**src/rtl/seven_seg_to_bcd_capture_pkg.sv**
```systemverilog
// rtl/seven_seg_to_bcd_capture_pkg.sv - shared constants and state encoding for seven-segment readback
package seven_seg_to_bcd_capture_pkg;

    // Segment bit positions on the sampled bus (bit0=a .. bit6=g, bit7=dp)
    localparam int SEG_A  = 0;
    localparam int SEG_G  = 6;
    localparam int SEG_DP = 7;

    // Lit-segment patterns for the ten legal digits
    localparam logic [6:0] PAT_0 = 7'h3F;
    localparam logic [6:0] PAT_1 = 7'h06;
    localparam logic [6:0] PAT_2 = 7'h5B;
    localparam logic [6:0] PAT_3 = 7'h4F;
    localparam logic [6:0] PAT_4 = 7'h66;
    localparam logic [6:0] PAT_5 = 7'h6D;
    localparam logic [6:0] PAT_6 = 7'h7D;
    localparam logic [6:0] PAT_7 = 7'h07;
    localparam logic [6:0] PAT_8 = 7'h7F;
    localparam logic [6:0] PAT_9 = 7'h6F;

    // Reported in place of a digit whose pattern is not one of the above
    localparam logic [3:0] BCD_INVALID = 4'hF;

    typedef enum logic {
        ST_COLLECT = 1'b0,
        ST_PRESENT = 1'b1
    } cap_state_t;

endpackage

```
**src/rtl/seven_seg_to_bcd_capture_seg_pattern_decode.sv**
```systemverilog
// rtl/seven_seg_to_bcd_capture_seg_pattern_decode.sv - 7-bit segment pattern to {err, bcd}
module seg_pattern_decode
    import seven_seg_to_bcd_capture_pkg::*;
(
    input  logic [6:0] pattern,
    output logic [3:0] bcd,
    output logic       err
);

    // Map each legal pattern back to its digit; blank and partial patterns are errors
    always_comb begin
        bcd = BCD_INVALID;
        err = 1'b1;
        case (pattern)
            PAT_0: begin bcd = 4'd0; err = 1'b0; end
            PAT_1: begin bcd = 4'd1; err = 1'b0; end
            PAT_2: begin bcd = 4'd2; err = 1'b0; end
            PAT_3: begin bcd = 4'd3; err = 1'b0; end
            PAT_4: begin bcd = 4'd4; err = 1'b0; end
            PAT_5: begin bcd = 4'd5; err = 1'b0; end
            PAT_6: begin bcd = 4'd6; err = 1'b0; end
            PAT_7: begin bcd = 4'd7; err = 1'b0; end
            PAT_8: begin bcd = 4'd8; err = 1'b0; end
            PAT_9: begin bcd = 4'd9; err = 1'b0; end
            default: begin bcd = BCD_INVALID; err = 1'b1; end
        endcase
    end

endmodule

```
**src/rtl/seven_seg_to_bcd_capture.sv**
```systemverilog
// rtl/seven_seg_to_bcd_capture.sv - recovers per-digit BCD frames from a multiplexed seven-segment bus
module seven_seg_to_bcd_capture
    import seven_seg_to_bcd_capture_pkg::*;
#(
    parameter int NUM_DIGITS = 4,
    parameter int STABLE_CNT = 3
) (
    input  logic                    clk,
    input  logic                    rst_n,
    input  logic                    sample_en,
    input  logic [7:0]              seg_in,
    input  logic [NUM_DIGITS-1:0]   an_in,
    output logic                    frame_valid,
    input  logic                    frame_ready,
    output logic [4*NUM_DIGITS-1:0] bcd_out,
    output logic [NUM_DIGITS-1:0]   dp_out,
    output logic [NUM_DIGITS-1:0]   err_out,
    output logic                    sel_err
);

    localparam int              CW      = $clog2(STABLE_CNT + 1);
    localparam logic [CW-1:0]   CNT_MAX = CW'(STABLE_CNT);

    logic [3:0]                     dec_bcd;
    logic                           dec_err;
    logic                           an_onehot;
    logic                           valid_sample;
    logic [NUM_DIGITS-1:0]          cap_hit;
    logic [NUM_DIGITS-1:0][7:0]     last_pat;
    logic [NUM_DIGITS-1:0][CW-1:0]  cnt;
    logic [NUM_DIGITS-1:0]          captured;
    logic [4*NUM_DIGITS-1:0]        shadow_bcd;
    logic [NUM_DIGITS-1:0]          shadow_dp;
    logic [NUM_DIGITS-1:0]          shadow_err;
    cap_state_t                     state;

    // Only one digit is on the bus per cycle, so a single decoder serves all digits
    seg_pattern_decode u_decode (
        .pattern (seg_in[SEG_G:SEG_A]),
        .bcd     (dec_bcd),
        .err     (dec_err)
    );

    assign an_onehot    = (an_in != '0) && ((an_in & (an_in - NUM_DIGITS'(1))) == '0);
    assign valid_sample = sample_en && an_onehot;

    // Flag the sample that makes a digit's run length reach the stability threshold
    always_comb begin
        cap_hit = '0;
        for (int i = 0; i < NUM_DIGITS; i++) begin
            if (valid_sample && an_in[i]) begin
                if (seg_in == last_pat[i]) begin
                    cap_hit[i] = (cnt[i] != CNT_MAX) && ((cnt[i] + CW'(1)) == CNT_MAX);
                end else begin
                    cap_hit[i] = (STABLE_CNT == 1);
                end
            end
        end
    end

    // Per-digit stability filter and shadow capture of the decoded digit
    always_ff @(posedge clk or negedge rst_n) begin
        if (!rst_n) begin
            last_pat   <= '0;
            cnt        <= '0;
            shadow_bcd <= '0;
            shadow_dp  <= '0;
            shadow_err <= '0;
        end else begin
            for (int i = 0; i < NUM_DIGITS; i++) begin
                if (valid_sample && an_in[i]) begin
                    if (seg_in == last_pat[i]) begin
                        if (cnt[i] != CNT_MAX) begin
                            cnt[i] <= cnt[i] + CW'(1);
                        end
                    end else begin
                        last_pat[i] <= seg_in;
                        cnt[i]      <= CW'(1);
                    end
                    if (cap_hit[i]) begin
                        shadow_bcd[4*i +: 4] <= dec_bcd;
                        shadow_dp[i]         <= seg_in[SEG_DP];
                        shadow_err[i]        <= dec_err;
                    end
                end
            end
        end
    end

    // Sticky flag for any strobe whose digit select was not exactly one-hot
    always_ff @(posedge clk or negedge rst_n) begin
        if (!rst_n) begin
            sel_err <= 1'b0;
        end else if (sample_en && !an_onehot) begin
            sel_err <= 1'b1;
        end
    end

    // Frame FSM: gather a full captured mask, then hold the frame until the consumer takes it.
    // A capture landing on the load cycle belongs to the next frame, so it survives the clear.
    always_ff @(posedge clk or negedge rst_n) begin
        if (!rst_n) begin
            state       <= ST_COLLECT;
            captured    <= '0;
            frame_valid <= 1'b0;
            bcd_out     <= '0;
            dp_out      <= '0;
            err_out     <= '0;
        end else begin
            captured <= captured | cap_hit;
            case (state)
                ST_COLLECT: begin
                    if (&captured) begin
                        bcd_out     <= shadow_bcd;
                        dp_out      <= shadow_dp;
                        err_out     <= shadow_err;
                        captured    <= cap_hit;
                        frame_valid <= 1'b1;
                        state       <= ST_PRESENT;
                    end
                end
                ST_PRESENT: begin
                    if (frame_ready) begin
                        frame_valid <= 1'b0;
                        state       <= ST_COLLECT;
                    end
                end
                default: begin
                    frame_valid <= 1'b0;
                    state       <= ST_COLLECT;
                end
            endcase
        end
    end

endmodule

```
**config.mk**
```make
export PLATFORM = sky130hd
export DESIGN_NAME = seven_seg_to_bcd_capture
export DESIGN_NICKNAME = d
export VERILOG_FILES = /design/src/rtl/seven_seg_to_bcd_capture_pkg.sv /design/src/rtl/seven_seg_to_bcd_capture_seg_pattern_decode.sv /design/src/rtl/seven_seg_to_bcd_capture.sv
export SDC_FILE = /design/constraint.sdc
export NUM_CORES = 1
export LEC_CHECK = 0
export ABC_AREA = 0
export BUFFER_PORTS_ARGS = -buffer_cell sky130_fd_sc_hd__buf_2
export CAP_MARGIN = 25
export CORE_MARGIN = 10
export CORE_UTILIZATION = 59
export DETAILED_ROUTE_END_ITERATION = 6
export PLACE_DENSITY = 0.82
export SETUP_SLACK_MARGIN = 0.05
export SYNTH_ARGS = -nofsm -noshare
export SYNTH_HDL_FRONTEND = slang
export SYNTH_SLANG_ARGS = --single-unit
```
**constraint.sdc**
```tcl
create_clock -name clk -period 2.4 [get_ports clk]
set_clock_uncertainty 0.15 [all_clocks]
set_input_delay 0.36 -clock clk [delete_from_list [all_inputs] [get_ports clk]]
set_output_delay 0.36 -clock clk [all_outputs]
set_load 0.01 [all_outputs]
```
==> impl_metrics.py <==
metrics = {
    "status": {
        "status": "finished, final reports clean",
    },
    "clock_tree": {
        "post_cts.resized_instances": 0,
        "post-cts-setup-buffer-count": 0,
        "cts_max_level": 3,
        "cts_sinks": 95,
        "cts_tree": "built",
        "cts_buffer_depth": 2,
        "cts_made_buffers": 9,
        "root_buffer": "clkbuf_8",
        "worstSkewPairLatency_ps": 360,
        "cts.reportedPaths.clkPinSlew_ps": 90,
    },
    "die": {
        "fp.coreArea_sq_mm": 0.007253,
        "start_util": 0.6093,
        "die-area_sq_mm": 0.01135,
        "io_pins": 42,
        "row_count": 31,
        "die_w_microns": 106.5,
        "die_height_microns": 106.5,
    },
    "synthesis": {
        "synth-seq-area-share": 0.5379,
        "syn_nets": 364,
        "synth.area.top_cells": "dfrtp_1 54%, mux2_2 21%, xnor2_1 5.0%, ha_1 2.3%, xor2_1 1.8%",
        "synth-compound-area-share": 0.03879,
        "synth_top_family_by_area": "multiplexers",
        "synthMuxAreaShare": 0.2115,
        "syn_avg_cell_area_sq_um": 13.00,
        "synth_fa_ha_area_frac": 0.02265,
        "synthCells": 340,
        "synth.distinct_cells": 41,
        "ys_ff_latch": 95,
        "async_flop_share": 1.000,
        "netlist_area_sq_mm": 0.004419,
        "synth_ff_type": "dfrtp_1",
        "ys_warn_count": 0,
        "yosys.area.top_type": "dfrtp_1",
        "synth-simple-area-share": 0.09032,
        "synth-xor-area-share": 0.06738,
        "post-synth-top-area-fraction": 0.5379,
        "synth_edf_count": 0,
    },
    "grt": {
        "grt_pass1_wl_microns": 13910,
        "grt_pass1_vias": 2903,
        "grt.overflow.total": 0,
        "grt_usage": 0.1504,
        "grt_max_degree": 38,
        "antenna_found_initial": 0,
    },
    "detailed_routing": {
        "wirelength_microns": 8062,
        "drt_pass1_iterations": 4,
        "antenna_left": 0,
        "via_per_inst": 5.429,
        "drtIter0Drc": 81,
        "wire_per_inst_microns": 16.62,
        "vias": 2633,
        "drc": 0,
    },
    "worst_hold_path": {
        "worstHoldPathCells": 2,
        "hp-class": "primary input to flop",
    },
    "timing": {
        "finalSetupTns_ps": 0,
        "slew_headroom": 0.5652,
        "timing.fmax_mhz": 508.2,
        "period_needed_ps": 1968,
        "rsz0062_at_grt": "false",
        "maxSlewViolCount": 0,
        "tightest_slew_ps": 652.3,
        "period_share": 0.8200,
        "hold_viol": 0,
        "setup_viol": 0,
    },
    "layout": {
        "drive_gt1_frac": 0.4093,
        "antennaDiodeCount": 0,
        "nets": 406,
        "final_common_cell": "dfrtp_1",
        "layout.cells.non_filler": 485,
        "mostFrequentLayoutCells": "95 x dfrtp_1, 83 x mux2_2, 40 x buf_2, 25 x xnor2_1, 19 x nand2_1",
        "area_growth_syn_to_layout_pct": 10.62,
        "final_area_sq_mm": 0.004888,
    },
    "setup_path": {
        "setup.worst_path.end_class": "flop",
        "path_max_fanout": 7,
        "cp.required_ps": 2500,
        "path_delay_family": "simple AND/OR/NAND/NOR gates",
        "cpPeakStageDelay_ps": 400,
        "cp_slowest_cell": "dfrtp_1",
        "reg2reg_depth": 5,
        "arrival_ps": 2070,
        "crit_chain": "xor2_1 > nor4_1 > and3_1 > nand3_4 > mux2_2",
        "critPathBufInv": 0,
        "crit_path_start_kind": "flop",
        "cp_num_cells": 5,
        "crit_type": "flop to flop",
    },
    "power": {
        "power_frac_seq": 0.564,
        "pwr-share-clk": 0.290,
        "p_sw_uw": 890.2,
        "power.share.switching": 0.2649,
        "p_per_area_mw_per_mm2": 687.5,
        "total_leakage_power_uw": 0.002402,
        "power.internal_uw": 2470,
        "pwr-share-comb": 0.147,
        "peakVddDrop_v": 0.0004092,
    },
    "placement": {
        "dp_hpwl_microns": 5786,
        "port_buffers": 41,
        "dpl_cell_area_sq_mm": 0.004696,
        "gp_congestion": 0.7680,
        "dp_cells": 469,
    },
    "job": {
        "max_cap_viol_count": 0,
    },
}
-- cell type report --
cell class	instances	area, sq um
Multi-Input combinational cell	218	1903
Clock inverter	4	31.28
Fill cell	554	2365
Timing Repair Buffer	45	252.7
Tap cell	99	123.9
Clock buffer	11	151.4
Inverter	13	48.80
Sequential cell	95	2377
-- cells by family after synthesis --
logic type                 after synthesis
xor gates and xnor gates                34
and+or+nand+nor                         69
adders and majority gates                8
muxes                                   83
AOI/OAI and AO/OA                       24
buffers and inverters                   27
DFF                                     95
-- Yosys cell counts, types with 5 or more instances --
cell type,number
nand4_1,7
xor2_1,9
buf_2,6
nor2_1,12
nor2_2,6
mux2_2,83
o21ai_0,5
dfrtp_1,95
nand2_1,19
a21oi_1,5
xnor2_1,25
ha_1,8
inv_1,13
-- metrics by stage --
| stage | hold WS [ps] | setup WS (ps) | utilization | total power (uW) |
|---|---|---|---|---|
| 6_report | 40.09 | 432.1 | 0.6740 | 3361 |
| 5_1_grt | 35.88 | 239.6 | 0.6740 | 3543 |
| 4_1_cts | 25.17 | 421.3 | 0.6740 | 3400 |
| 3_5_place_dp | 192.8 | 206.1 | 0.6474 | 2422 |
| 3_3_place_gp | 192.2 | 245.9 | 0.6474 | 2388 |
| 2_1_floorplan | -85.59 | 498.8 | - | 2276 |
-- layer usage --
layer  GRT usage  part of all wire
met1      0.1785              0.45
met2      0.2580              0.50
met3     0.04348             0.044
met4     0.04642             0.012
met5           0                 0
-- worst reg2reg max path: stages, from the launching register on --
cell and delay, ps:
dfrtp_1 400, xor2_1 140, nor4_1 350, and3_1 340, nand3_4 170, mux2_2 310
-- sequential cells by signal, indices dropped and copies added (netlist names), 4 cells and up --
| register | count |
|---|---|
| last_pat | 32 |
| bcd_out | 16 |
| shadow_bcd | 16 |
| cnt | 8 |
| captured | 4 |
| dp_out | 4 |
| err_out | 4 |
| shadow_dp | 4 |
| shadow_err | 4 |
-- final timing paths --
path / from / end / slack [ps]
setup / recovery: last_pat[23] / shadow_err[2] / 430
max in group asynchronous: rst_n / cnt[3] / 1070
hold reg to reg: captured[0] / captured[0] / 330
setup reg to reg: last_pat[23] / shadow_err[2] / 430
min in group asynchronous: rst_n / bcd_out[3] / 330
hold / removal: frame_ready / state / 40
-- power by group through the flow --
| stage | sequential, uW | combinational [uW] | clock (uW) |
|---|---|---|---|
| finish | 1890 | 493 | 974 |
| detailed placement | 1930 | 496 | 0 |
| floorplan | 1900 | 373 | 0 |
| global route | 1920 | 557 | 1070 |
| CTS | 1890 | 502 | 1000 |
| global placement | 1910 | 475 | 0 |
-- what timing repair did --
action,in CTS,in global routing
endpoints found under the hold margin,35,0
hold buffers,1,0
endpoints found under the setup margin,0,0
Power figures use the tool's default switching activity.
